**config.mk**
```make
export PLATFORM = sky130hd
export DESIGN_NAME = sssp_phase_ctrl
export DESIGN_NICKNAME = d
export VERILOG_FILES = /design/src/rtl/sssp_phase_ctrl.sv
export SDC_FILE = /design/constraint.sdc
export NUM_CORES = 1
export LEC_CHECK = 0
export ABC_AREA = 0
export CORE_AREA = 2 2 454 456
export CTS_BUF_LIST = sky130_fd_sc_hd__clkbuf_4 sky130_fd_sc_hd__clkbuf_8
export DETAILED_ROUTE_END_ITERATION = 8
export DIE_AREA = 0 0 456 458
export SYNTH_ARGS = -nofsm -noshare
export SYNTH_HDL_FRONTEND = slang
export SYNTH_SLANG_ARGS = --single-unit
```
**constraint.sdc**
```tcl
create_clock -name clk -period 7.7 [get_ports clk]
set_clock_uncertainty 0.05 [all_clocks]
set_input_delay 1.155 -clock clk [delete_from_list [all_inputs] [get_ports clk]]
set_output_delay 1.155 -clock clk [all_outputs]
set_load 0.005 [all_outputs]
```
**src/rtl/sssp_phase_ctrl.sv**
```systemverilog
// Level-synchronous sequencer for the SSSP edge-centric pipelines: per level and partition it
// loads vertex lines, streams edge lines, drains, and repeats levels while updates are reported.
module sssp_phase_ctrl #(
  parameter int ADDR_W       = 8,
  parameter int VERTEX_LINES = 32,
  parameter int DRAIN        = 2,
  parameter int NPIPE        = 4
) (
  input  logic             clk,
  input  logic             rst,
  input  logic             start_i,
  input  logic [15:0]      num_partitions_i,
  input  logic [15:0]      max_level_i,
  output logic             part_req_o,
  output logic [15:0]      part_idx_o,
  output logic             part_phase_o,
  input  logic             in_valid_i,
  output logic             in_ready_o,
  input  logic [511:0]     in_data_i,
  input  logic             in_last_i,
  output logic [511:0]     word_in_o,
  output logic             word_in_valid_o,
  output logic [31:0]      w_addr_o,
  output logic [1:0]       control_o,
  output logic             last_input_in_o,
  output logic [15:0]      current_level_o,
  input  logic [NPIPE-1:0] pipe_valid_out_i,
  input  logic             pipe_last_out_i,
  output logic             busy_o,
  output logic             done_o,
  output logic [15:0]      levels_run_o
);

  localparam int IDX_W = $clog2(VERTEX_LINES + 1);
  localparam int CNT_W = (DRAIN > 1) ? $clog2(DRAIN) : 1;
  localparam logic [IDX_W-1:0] IDX_LAST = IDX_W'(VERTEX_LINES - 1);
  localparam logic [CNT_W-1:0] CNT_INIT = CNT_W'((DRAIN > 0) ? (DRAIN - 1) : 0);
  localparam bit DRAIN_NONE = (DRAIN == 0);

  typedef enum logic [2:0] {
    S_IDLE      = 3'd0,
    S_REQ_V     = 3'd1,
    S_LOAD_V    = 3'd2,
    S_REQ_E     = 3'd3,
    S_STREAM_E  = 3'd4,
    S_DRAIN     = 3'd5,
    S_LEVEL_END = 3'd6,
    S_DONE      = 3'd7
  } state_e;

  state_e           state_q, state_d;
  logic [15:0]      num_part_q, num_part_d;
  logic [15:0]      max_level_q, max_level_d;
  logic [15:0]      part_idx_q, part_idx_d;
  logic [15:0]      level_q, level_d;
  logic             upd_q, upd_d;
  logic [IDX_W-1:0] idx_q, idx_d;
  logic             seen_q, seen_d;
  logic [CNT_W-1:0] dcnt_q, dcnt_d;
  logic             part_phase_q, part_phase_d;
  logic [15:0]      levels_run_q, levels_run_d;
  logic             part_req_q, part_req_d;
  logic             busy_q, busy_d;
  logic             done_q, done_d;
  logic [1:0]       control_q, control_d;
  logic [511:0]     word_in_q, word_in_d;
  logic             wiv_q, wiv_d;
  logic [31:0]      w_addr_q, w_addr_d;
  logic             last_q, last_d;

  logic        in_ready_s;
  logic        hs_s;
  logic        active_s;
  logic        upd_now_s;
  logic        finish_s;
  logic [31:0] base_s;

  assign in_ready_s = (state_q == S_LOAD_V) || (state_q == S_STREAM_E);
  assign hs_s       = in_ready_s && in_valid_i;
  assign active_s   = (state_q != S_IDLE) && (state_q != S_DONE);
  assign upd_now_s  = upd_q || (active_s && (|pipe_valid_out_i));
  assign base_s     = 32'(part_idx_q) << ADDR_W;

  // Sequencer next state: partition/level bookkeeping and the drain countdown.
  always_comb begin
    state_d      = state_q;
    num_part_d   = num_part_q;
    max_level_d  = max_level_q;
    part_idx_d   = part_idx_q;
    level_d      = level_q;
    upd_d        = upd_now_s;
    idx_d        = idx_q;
    seen_d       = seen_q;
    dcnt_d       = dcnt_q;
    levels_run_d = levels_run_q;
    finish_s     = 1'b0;
    case (state_q)
      S_IDLE: begin
        if (start_i) begin
          num_part_d  = num_partitions_i;
          max_level_d = max_level_i;
          if (num_partitions_i == 16'd0) begin
            levels_run_d = 16'd0;
            state_d      = S_DONE;
          end else begin
            level_d    = 16'd0;
            part_idx_d = 16'd0;
            upd_d      = 1'b0;
            state_d    = S_REQ_V;
          end
        end else begin
          state_d = S_IDLE;
        end
      end
      S_REQ_V: begin
        idx_d   = '0;
        state_d = S_LOAD_V;
      end
      S_LOAD_V: begin
        if (hs_s) begin
          idx_d = idx_q + IDX_W'(1);
          if (idx_q == IDX_LAST) begin
            state_d = S_REQ_E;
          end else begin
            state_d = S_LOAD_V;
          end
        end else begin
          state_d = S_LOAD_V;
        end
      end
      S_REQ_E: begin
        state_d = S_STREAM_E;
      end
      S_STREAM_E: begin
        if (hs_s && in_last_i) begin
          seen_d  = 1'b0;
          state_d = S_DRAIN;
        end else begin
          state_d = S_STREAM_E;
        end
      end
      S_DRAIN: begin
        // A second pipe_last_out during the countdown is deliberately ignored.
        if (!seen_q) begin
          if (pipe_last_out_i) begin
            if (DRAIN_NONE) begin
              finish_s = 1'b1;
            end else begin
              seen_d = 1'b1;
              dcnt_d = CNT_INIT;
            end
          end else begin
            seen_d = 1'b0;
          end
        end else if (dcnt_q == '0) begin
          finish_s = 1'b1;
        end else begin
          dcnt_d = dcnt_q - CNT_W'(1);
        end
        if (finish_s) begin
          seen_d = 1'b0;
          if (({1'b0, part_idx_q} + 17'd1) < {1'b0, num_part_q}) begin
            part_idx_d = part_idx_q + 16'd1;
            state_d    = S_REQ_V;
          end else begin
            state_d = S_LEVEL_END;
          end
        end else begin
          state_d = S_DRAIN;
        end
      end
      S_LEVEL_END: begin
        if (upd_now_s && (level_q < max_level_q)) begin
          level_d    = level_q + 16'd1;
          part_idx_d = 16'd0;
          upd_d      = 1'b0;
          state_d    = S_REQ_V;
        end else begin
          levels_run_d = level_q + 16'd1;
          state_d      = S_DONE;
        end
      end
      S_DONE: begin
        state_d = S_IDLE;
      end
      default: begin
        state_d = S_IDLE;
      end
    endcase
  end

  // Output register next values; control follows the line cycle so it never changes under a line.
  always_comb begin
    part_req_d   = (state_d == S_REQ_V) || (state_d == S_REQ_E);
    busy_d       = (state_d != S_IDLE) && (state_d != S_DONE);
    done_d       = (state_d == S_DONE);
    part_phase_d = part_phase_q;
    if (state_d == S_REQ_V) begin
      part_phase_d = 1'b0;
    end else if (state_d == S_REQ_E) begin
      part_phase_d = 1'b1;
    end else begin
      part_phase_d = part_phase_q;
    end
    case (state_q)
      S_LOAD_V:                     control_d = 2'd1;
      S_REQ_E, S_STREAM_E, S_DRAIN: control_d = 2'd2;
      default:                      control_d = 2'd0;
    endcase
    wiv_d  = hs_s;
    last_d = hs_s && (state_q == S_STREAM_E) && in_last_i;
    if (hs_s) begin
      word_in_d = in_data_i;
      if (state_q == S_LOAD_V) begin
        w_addr_d = base_s + 32'(idx_q);
      end else begin
        w_addr_d = base_s;
      end
    end else begin
      word_in_d = word_in_q;
      w_addr_d  = w_addr_q;
    end
  end

  // Control-path registers.
  always_ff @(posedge clk) begin
    if (rst) begin
      state_q      <= S_IDLE;
      num_part_q   <= 16'd0;
      max_level_q  <= 16'd0;
      part_idx_q   <= 16'd0;
      level_q      <= 16'd0;
      upd_q        <= 1'b0;
      idx_q        <= '0;
      seen_q       <= 1'b0;
      dcnt_q       <= '0;
      part_phase_q <= 1'b0;
      levels_run_q <= 16'd0;
      part_req_q   <= 1'b0;
      busy_q       <= 1'b0;
      done_q       <= 1'b0;
      control_q    <= 2'd0;
    end else begin
      state_q      <= state_d;
      num_part_q   <= num_part_d;
      max_level_q  <= max_level_d;
      part_idx_q   <= part_idx_d;
      level_q      <= level_d;
      upd_q        <= upd_d;
      idx_q        <= idx_d;
      seen_q       <= seen_d;
      dcnt_q       <= dcnt_d;
      part_phase_q <= part_phase_d;
      levels_run_q <= levels_run_d;
      part_req_q   <= part_req_d;
      busy_q       <= busy_d;
      done_q       <= done_d;
      control_q    <= control_d;
    end
  end

  // Line-forwarding registers broadcast to the pipelines.
  always_ff @(posedge clk) begin
    if (rst) begin
      word_in_q <= 512'd0;
      wiv_q     <= 1'b0;
      w_addr_q  <= 32'd0;
      last_q    <= 1'b0;
    end else begin
      word_in_q <= word_in_d;
      wiv_q     <= wiv_d;
      w_addr_q  <= w_addr_d;
      last_q    <= last_d;
    end
  end

  assign in_ready_o      = in_ready_s;
  assign part_req_o      = part_req_q;
  assign part_idx_o      = part_idx_q;
  assign part_phase_o    = part_phase_q;
  assign word_in_o       = word_in_q;
  assign word_in_valid_o = wiv_q;
  assign w_addr_o        = w_addr_q;
  assign control_o       = control_q;
  assign last_input_in_o = last_q;
  assign current_level_o = level_q;
  assign busy_o          = busy_q;
  assign done_o          = done_q;
  assign levels_run_o    = levels_run_q;

endmodule

```
After elaboration in Yosys (flattened, before gate mapping)
Index checks and enable logic that the tools add are counted.

storage, ports and cells
  register bits = 644
  input port bits = 554
  output and inout bits = 601
  word-level logic and storage cells = 119

operators by class
  add/sub/neg operators = 6
  magnitude comparators = 2
  eq/ne operators = 22
  muxes and demuxes = 40
  reduce and logical (&&, ||, !) cells = 30

operators with widths
  operator                                              number
  two-way mux 16 bit                                    9
  case mux 16 bit (2 select lines)                      2
  case mux 16 bit (3 select lines)                      1
  adder 16 x 1 -> 16 bit (second input constant)        2
  adder 24 x 6 -> 25 bit                                1
  two-way mux 25 bit                                    1
  case mux 3 bit (8 select lines)                       1
  two-way mux 3 bit                                     6
  adder 16 x 1 -> 17 bit (second input constant)        1
  less-than comparator 17 x 16 -> 1 bit                 1
  logical NOT 16 bit                                    1
  less-than comparator 16 bit                           1
  != test 2 bit (second input constant)                 8
  equality test 3 bit (second input constant)           5
  two-way mux 1 bit                                     15
  case mux 6 bit (2 select lines)                       1
  equality test 3 x 2 -> 1 bit (second input constant)  3
  nonzero test 3 bit                                    3
  logical AND 1 bit                                     8
  AND reduction 2 bit                                   4
  AND reduction 4 bit                                   2
  nonzero test 2 bit                                    4
  adder 6 x 1 -> 6 bit (second input constant)          1
  equality test 3 x 1 -> 1 bit (second input constant)  2
  other kinds (13)                                      17

Longest topological paths before layout
Gate-level depths: netlist (run 1).

  depth after elaboration = 9
  gate-level depth with buffers = 14
  mapped depth without buffers = 13

Least setup slack after synthesis (run 1)
Ideal clock, no wire load.

  path kind = reg-to-reg
  start = register part_idx_q[0], in the netlist part_idx_o[0]
  end = register part_idx_q[15], in the netlist part_idx_o[15]
  setup time = 116 ps
  arrival time = 3357 ps
  required time = 7534 ps
  slack = 4177 ps
  cell stages (with the launch flop) = 15
  buffers on the path = 1
  period minus slack after synthesis = 3523 ps
  cell sequence = dfxtp_1 ha_1 nand3_1 nor3_1 nand2_1 nor2_1 xor2_1 ha_1 a21o_1 a221o_1 or2_1 o21ba_2 buf_2 o211a_1 a41o_1

between the ends
  word-level cells in the longest chain between the ends = 4
  elaborated cells between the ends (all ways) = 8
  classes of those cells = add/sub: 2; order compare: 1; eq/ne: 1; mux: 3; reduce/logical: 1

RTL lines
  element                                                                                          line      source
  from (decl)                                                                                      54        logic [15:0] part_idx_q, part_idx_d;
  from (signal assigned)                                                                           247       part_idx_q <= part_idx_d;
  adder 16 x 1 -> 17 bit / adder 16 x 1 -> 16 bit (equally long branches)                          162, 163
  less-than comparator 17 x 16 -> 1 bit / two-way mux 16 bit (equally long branches)               162       if (({1'b0, part_idx_q} + 17'd1) < {1'b0, num_part_q}) begin
  != test 2 bit (no source line) / two-way mux 16 bit (equally long branches)                      -
  AND reduction 6 bit (no source line) / case mux 16 bit (3 select lines) (equally long branches)  -

Several ways; a longest one is shown, not always the timed one. The select of a mux whose other input is x is not followed.
A chain may end at the register's enable or synchronous reset.

Worst setup path after layout (run 1)
  start = register state_q[2]
  end = output in_ready_o

between the ends
  word-level cells in the longest chain between the ends = 2
  elaborated cells between the ends (all ways) = 3
  classes of those cells = eq/ne: 2; reduce/logical: 1

RTL lines
  element                                                                     line  source
  from (decl)                                                                 51    state_e state_q, state_d;
  from (signal assigned)                                                      244   state_q <= state_d;
  equality test 3 x 2 -> 1 bit / equality test 3 bit (equally long branches)  78    assign in_ready_s = (state_q == S_LOAD_V) || (state_q == S_STREAM_E);
  logical OR 1 bit (*)                                                        78
  to (decl)                                                                   18    output logic in_ready_o,

Mark *: on every way between the ends. The rest lies on a longest branch, timed or not.

==> results.ini, run 1 <==
[worst_setup_path]
r2r-end=part_idx_o[14]
end_kind=primary output
criticalPathCategory=flip-flop to primary output
cp.arrival_ps=2880
crit_chain=nor2b_1 -> nor2_1 -> nor2_1 -> clkdlybuf4s50_1
slowest_stage=dfxtp_1
r2r_slack_ps=3650
crit_start=state_q[2]
critPathMaxStageDelay_ps=710
critical_path_peak_fanout=21
r2r-start=part_idx_o[0]
crit_top_cell=nor2_1
cp_data_required_time_ps=6490
reg2regPathDepth=13
endpoint=in_ready_o
cp-start-kind=flip-flop

[yosys]
yosysWarnings=0
syn_area_per_cell_um2=7.90
ys_seq_area_share_pct=54.0
synth_cells=2974
synth-async-reset-ratio_pct=0
syn_area_um2=23500
synthFlopType=dfxtp_1
synth_edf_count=0
synth_cell_type_count=63
ys_ff_latch=634

[sta]
finalHoldViolations=0
layout_setup_ws_ps=3610
rsz0062_at_grt=false
fin_tns_setup_ps=0
slew_violations=0
relSlewSlack_pct=18.4
tightestPinTransition_ps=1220
setup_viol=0
finalCritPeriodShare_pct=53.1
fmax_ghz=0.245
fin_crit_ps=4090

[final_layout]
final_common_cell=nand2_1
drive_above_1_share_pct=6.34
mostFrequentLayoutCells=nand2_1 (1152), clkdlybuf4s50_1 (1143), dfxtp_1 (634)
fill_cells=22800
fin_cells=6860
fin_util_pct=19.9
area_growth_pct=72.6
num-nets-final=4640

[placed_design]
dp.cells=6605
pre_cts_ws_ps=3410
hpwl_um=127000
portBuffers=1144
place_congestion=0.995

[detailed_routing]
drc=0
vias=25400
drt-total-wl_um=159000
first_pass_iters=5
antenna_left=0
avgViaCountPerCell=3.70
drt_iter0_drc=1879
wire_per_inst_um=23.2

[global_routing]
grt_pass1_wl_um=209000
antenna_found_initial=110
grt_usage_pct=14.6
grt_pass1_vias=24300
grt-ovfl-total=0
grt_max_degree=194

[clock_network]
cts_made_buffers=134
root_buffer=clkbuf_8
postCtsSetupBuffers=0
cts_tree=built
numClockSinks=634
clockBufferDepth=3
clkTransAtPathRegs_ps=60
holdBufCountCts=0
clk_latency_ps=900
ctsResizeCount=0
cts.htree.levels=4

[worst_hold_path]
hp-class=flip-flop to flip-flop
hold_start=word_in_o[73]

[floorplanning]
start_util_pct=11.5
dieArea_um2=209000
io_pins=1155
fp.dieW_um=456
row_count=166
design.core.area_um2=204000
die_h_um=458

[power]
peakVddDrop_mv=0.155
power_leakage_nw=13.6
powerDensity_nw_per_um2=238
design_power_total_mw=9.63

[flow_run]
cap_violations=0

[outcome]
outcome=complete, no violations

-- cells by family (layout without fill, tap and decap cells) --
group                    count (synthesis)  after routing  share of synthesized area (%)
XOR/XNOR                                29             29                           1.08
AO/OA/AOI/OAI                          675            675                           15.5
multiplexers                            23             23                          0.980
adder cells (fa/ha/maj)                 33             33                           1.76
buffers and inverters                  261           1428                           4.64
AND/OR/NAND/NOR                       1318           1318                           22.0
other                                    1             32                         0.0160
flip-flops                             634            634                           54.0
-- through the flow --
stage	hold slack, ps	instance area (µm²)
2_1_floorplan	384	23500
3_3_place_gp	389	37600
3_5_place_dp	396	37600
4_1_cts	403	40500
5_1_grt	418	40500
6_report	401	40500
-- report_power, final --
group	switching, mW	internal [mW]	leakage, nW
sequential	0.181	3.54	5.13
combinational	1.05	0.875	6.95
clock	1.72	2.26	1.51
-- synthesized netlist by cell type (10+ instances only) --
master | number | area, µm²
nor2_1 | 73 | 274
xor2_1 | 19 | 166
buf_4 | 13 | 97.6
dfxtp_1 | 634 | 12700
mux2i_1 | 23 | 230
ha_1 | 33 | 413
a41o_1 | 11 | 110
nand3_1 | 19 | 95.1
a21oi_1 | 593 | 2970
nor3_1 | 13 | 65.1
o21ai_0 | 17 | 85.1
nand2_1 | 1153 | 4330
inv_1 | 34 | 128
clkbuf_1 | 159 | 597
xnor2_1 | 10 | 87.6
buf_1 | 16 | 60.1
buf_2 | 37 | 185
nand4_1 | 12 | 75.1
-- critical path: cells and delay by family, from the launching register on --
kind | cells | cell delay (ps)
simple gates | 3 | 670
flops | 1 | 710
buf+inv | 1 | 610
-- state kept, by name, summed over array words and instances (netlist names), 2 cells and up --
signal           flops
idx_q                6
state_q              3
levels_run_o        16
part_idx_o          16
control_o            2
max_level_q         16
w_addr_o            22
word_in_o          512
num_part_q          16
current_level_o     16
-- routing by layer --
layer  vias to the layer above  wire length (µm)  global-route usage, %
met3                       363             12700                   5.19
li1                      11900                 -                      -
met2                      1122             78600                   25.3
met4                         8              5030                   4.33
met1                     12000             62400                   16.6
met5                         -                52                      0
-- how the worst min path moves through the flow --
stage	endpoint	slack, ps	depth (start not counted)
floorplan	num_part_q[0]	380	2
global placement	levels_run_o[3]	390	2
detailed placement	word_in_o[6]	400	2
CTS	word_in_o[6]	400	2
global route	word_in_o[261]	420	2
finish	word_in_o[73]	400	2
-- final cells by class --
type	instances	area [µm²]	area share, %
clock inverters	34	374	0.923
multi-input cells	2088	9750	24.1
diodes	22	55.1	0.136
flip-flops and latches	634	12700	31.3
inverters	34	128	0.315
well taps	2688	3360	8.30
clock buffers	199	2510	6.19
repair buffers	1161	11700	28.8
Power figures use the tool's default switching activity.
==> run 2: changes to the inputs <==
CORE_AREA = 2 2 452 454   (was 2 2 454 456)
DIE_AREA = 0 0 454 456   (was 0 0 456 458)
clock period = 3.45 ns   (was 7.7 ns; I/O delays follow)
==> run 2 against run 1 <==
  * Clock-buffer cell count decreased by 13
  * Die area decreased by 0.87%
  * Non-clock buffer count up 81
  * Highest routed layer is now met4
==> results.ini, run 2 (synthesis gave the netlist of run 1 again) <==
[global_routing]
grt_max_degree=146  ; -25%
grt-ovfl-total=0  ; unchanged
antenna_found_initial=73  ; -34%
grt_pass1_wl_um=204000  ; -2.4%
grt_usage_pct=14.3  ; -0.32 points
grt_pass1_vias=24400  ; +0.43%

[clock_network]
clk_latency_ps=840  ; -60 ps
numClockSinks=634  ; unchanged
postCtsSetupBuffers=0  ; unchanged
cts_tree=built
clkTransAtPathRegs_ps=60  ; about the same
cts.htree.levels=4  ; unchanged
clockBufferDepth=3  ; unchanged
root_buffer=clkbuf_8
cts_made_buffers=130  ; -3.0%

[worst_setup_path]
critPathMaxStageDelay_ps=360  ; -350 ps
criticalPathCategory=flip-flop to flip-flop
critical_path_peak_fanout=6  ; -71%
cp.arrival_ps=3930  ; +1050 ps
crit_chain=ha_2 -> nand3_1 -> nor3_2 -> nand2_1 -> nor2_2 -> xor2_1 -> ha_1 -> a21o_1 -> a221o_1 -> or2_4 -> o21ba_4 -> o211a_1 -> a41o_1
cp-start-kind=flip-flop
slowest_stage=a221o_1
end_kind=flip-flop
critPathTopFamily=compound AO/OA/AOI/OAI gates
cp_num_buf_inv=0  ; -1
cp_data_required_time_ps=4120  ; -2370 ps

[placed_design]
hpwl_um=125000  ; -1.2%
portBuffers=1144  ; unchanged
pre_cts_ws_ps=66.1  ; -3340 ps
place_congestion=0.997  ; +0.26%

[floorplanning]
fp.dieW_um=454  ; -0.44%
io_pins=1155  ; unchanged
die_h_um=456  ; -0.44%
design.core.area_um2=202000  ; -1.0%
row_count=165  ; -0.60%
start_util_pct=11.6  ; +0.12 points
dieArea_um2=207000  ; -0.87%

[detailed_routing]
vias=25500  ; +0.31%
avgViaCountPerCell=3.68  ; -0.48%
drt-total-wl_um=154000  ; -2.9%
drc=0  ; unchanged
antenna_left=0  ; unchanged
drt_iter0_drc=1640  ; -13%
first_pass_iters=5  ; unchanged
wire_per_inst_um=22.3  ; -3.7%

[sta]
fmax_ghz=0.306
relSlewSlack_pct=32.9  ; +15 points
finalHoldViolations=0  ; unchanged
slew_violations=0  ; unchanged
fin_crit_ps=3270
setup_viol=0  ; unchanged
tightestPinTransition_ps=1010  ; -216 ps
finalCritPeriodShare_pct=94.7
fin_tns_setup_ps=0  ; unchanged
rsz0062_at_grt=false
layout_setup_ws_ps=183  ; -3430 ps

[final_layout]
ff_latch_area_um2=12700  ; about the same
area_growth_pct=76.2
mostFrequentLayoutCells=nand2_1 (1152), clkdlybuf4s50_1 (1143), dfxtp_1 (631)
largest_reg_flops=512  ; unchanged
multi_input_area_um2=9790  ; +0.40%
final_common_cell=nand2_1
num-nets-final=4718  ; +1.7%
fill_cells=22400  ; -2.0%
drive_above_1_share_pct=8.25  ; +1.9 points

[power]
clock_power_share_pct=41.1  ; -0.3 points
powerDensity_nw_per_um2=528  ; +120%
p_sw_share_pct=30.2  ; -0.45 points
intPower_mw=15.2  ; +130%
p_seq_share_pct=37.8  ; -0.9 points
peakVddDrop_mv=0.329  ; +110%
combPwrFrac_pct=21.1  ; +1.1 points
power.switching_mw=6.60  ; +120%
power_leakage_nw=14.1  ; +3.8%

[outcome]
outcome=complete, no violations

[worst_hold_path]
hp-class=input pin to flip-flop

[flow_run]
cap_violations=0  ; unchanged

-- run 2: cell types whose count changed in the layout (fill, tap and decap cells not counted), sizes merged --
cell         change
buf             +80
clkbuf          -13
diode            -7
clkinv           +5
bufinv           +4
clkinvlp         -2
inv              +2
dlygate4sd3      +1
o21ba            +1
-- run 2: per-stage QoR --
| stage | area [µm²] | hold WS, ps | power (mW) | utilization, % | std cells |
|---|---|---|---|---|---|
| floorplan | 23500 | 384 | 10.1 | - | 2983 |
| global placement | 38400 | 391 | 13.0 | 19.0 | 6669 |
| detailed placement | 38400 | 395 | 13.1 | 19.0 | 6669 |
| CTS | 41300 | 4.94 | 22.3 | 20.5 | 6899 |
| global route | 41400 | 60.5 | 23.0 | 20.5 | 6908 |
| finish | 41400 | 169 | 21.8 | 20.5 | 6915 |
-- run 2: layout make-up --
cell class / count / area share, %
antenna: 15 / 0.0907
clock buffer: 186 / 5.81
clock inverter: 43 / 1.28
inverter: 34 / 0.308
multi-input combinational: 2089 / 23.7
sequential: 634 / 30.7
tap: 2672 / 8.08
timing repair buffer: 1242 / 30.1
-- run 2: what timing repair did --
action	CTS	global route
gates cloned	0	1
gates resized for setup	2	7
pin swaps	0	5
setup endpoints to repair	1	18
hold endpoints to repair	35	0
hold buffers	1	0
-- run 2: metal layers --
metal	global-route usage, %	routed length, µm
met5	0	0
met1	16.2	60700
met3	4.79	12000
met4	5.05	5640
met2	24.6	75900
-- run 2: final timing paths --
path	start	end	slack, ps	cells after the start
min reg2reg	word_in_o[379]	word_in_o[379]	400	2
min	in_data_i[371]	word_in_o[371]	170	3
max reg2reg	part_idx_o[1]	part_idx_o[6]	180	13
max	part_idx_o[1]	part_idx_o[6]	180	13
-- run 2: power groups by stage --
stage,clock network (mW),logic (mW),registers [mW]
global route,9.67,4.99,8.32
CTS,9.41,4.67,8.26
detailed placement,0,4.65,8.40
finish,8.98,4.61,8.26
global placement,0,4.63,8.38
floorplan,0,1.72,8.37
-- run 2: worst reg2reg max path, cell delays in order, from the launching register on --
cell     delay, ps
dfxtp_1        350
ha_2           190
nand3_1        130
nor3_2         200
nand2_1        130
nor2_2         140
xor2_1         170
ha_1           260
a21o_1         180
a221o_1        360
or2_4          260
o21ba_4        270
o211a_1        220
a41o_1         210
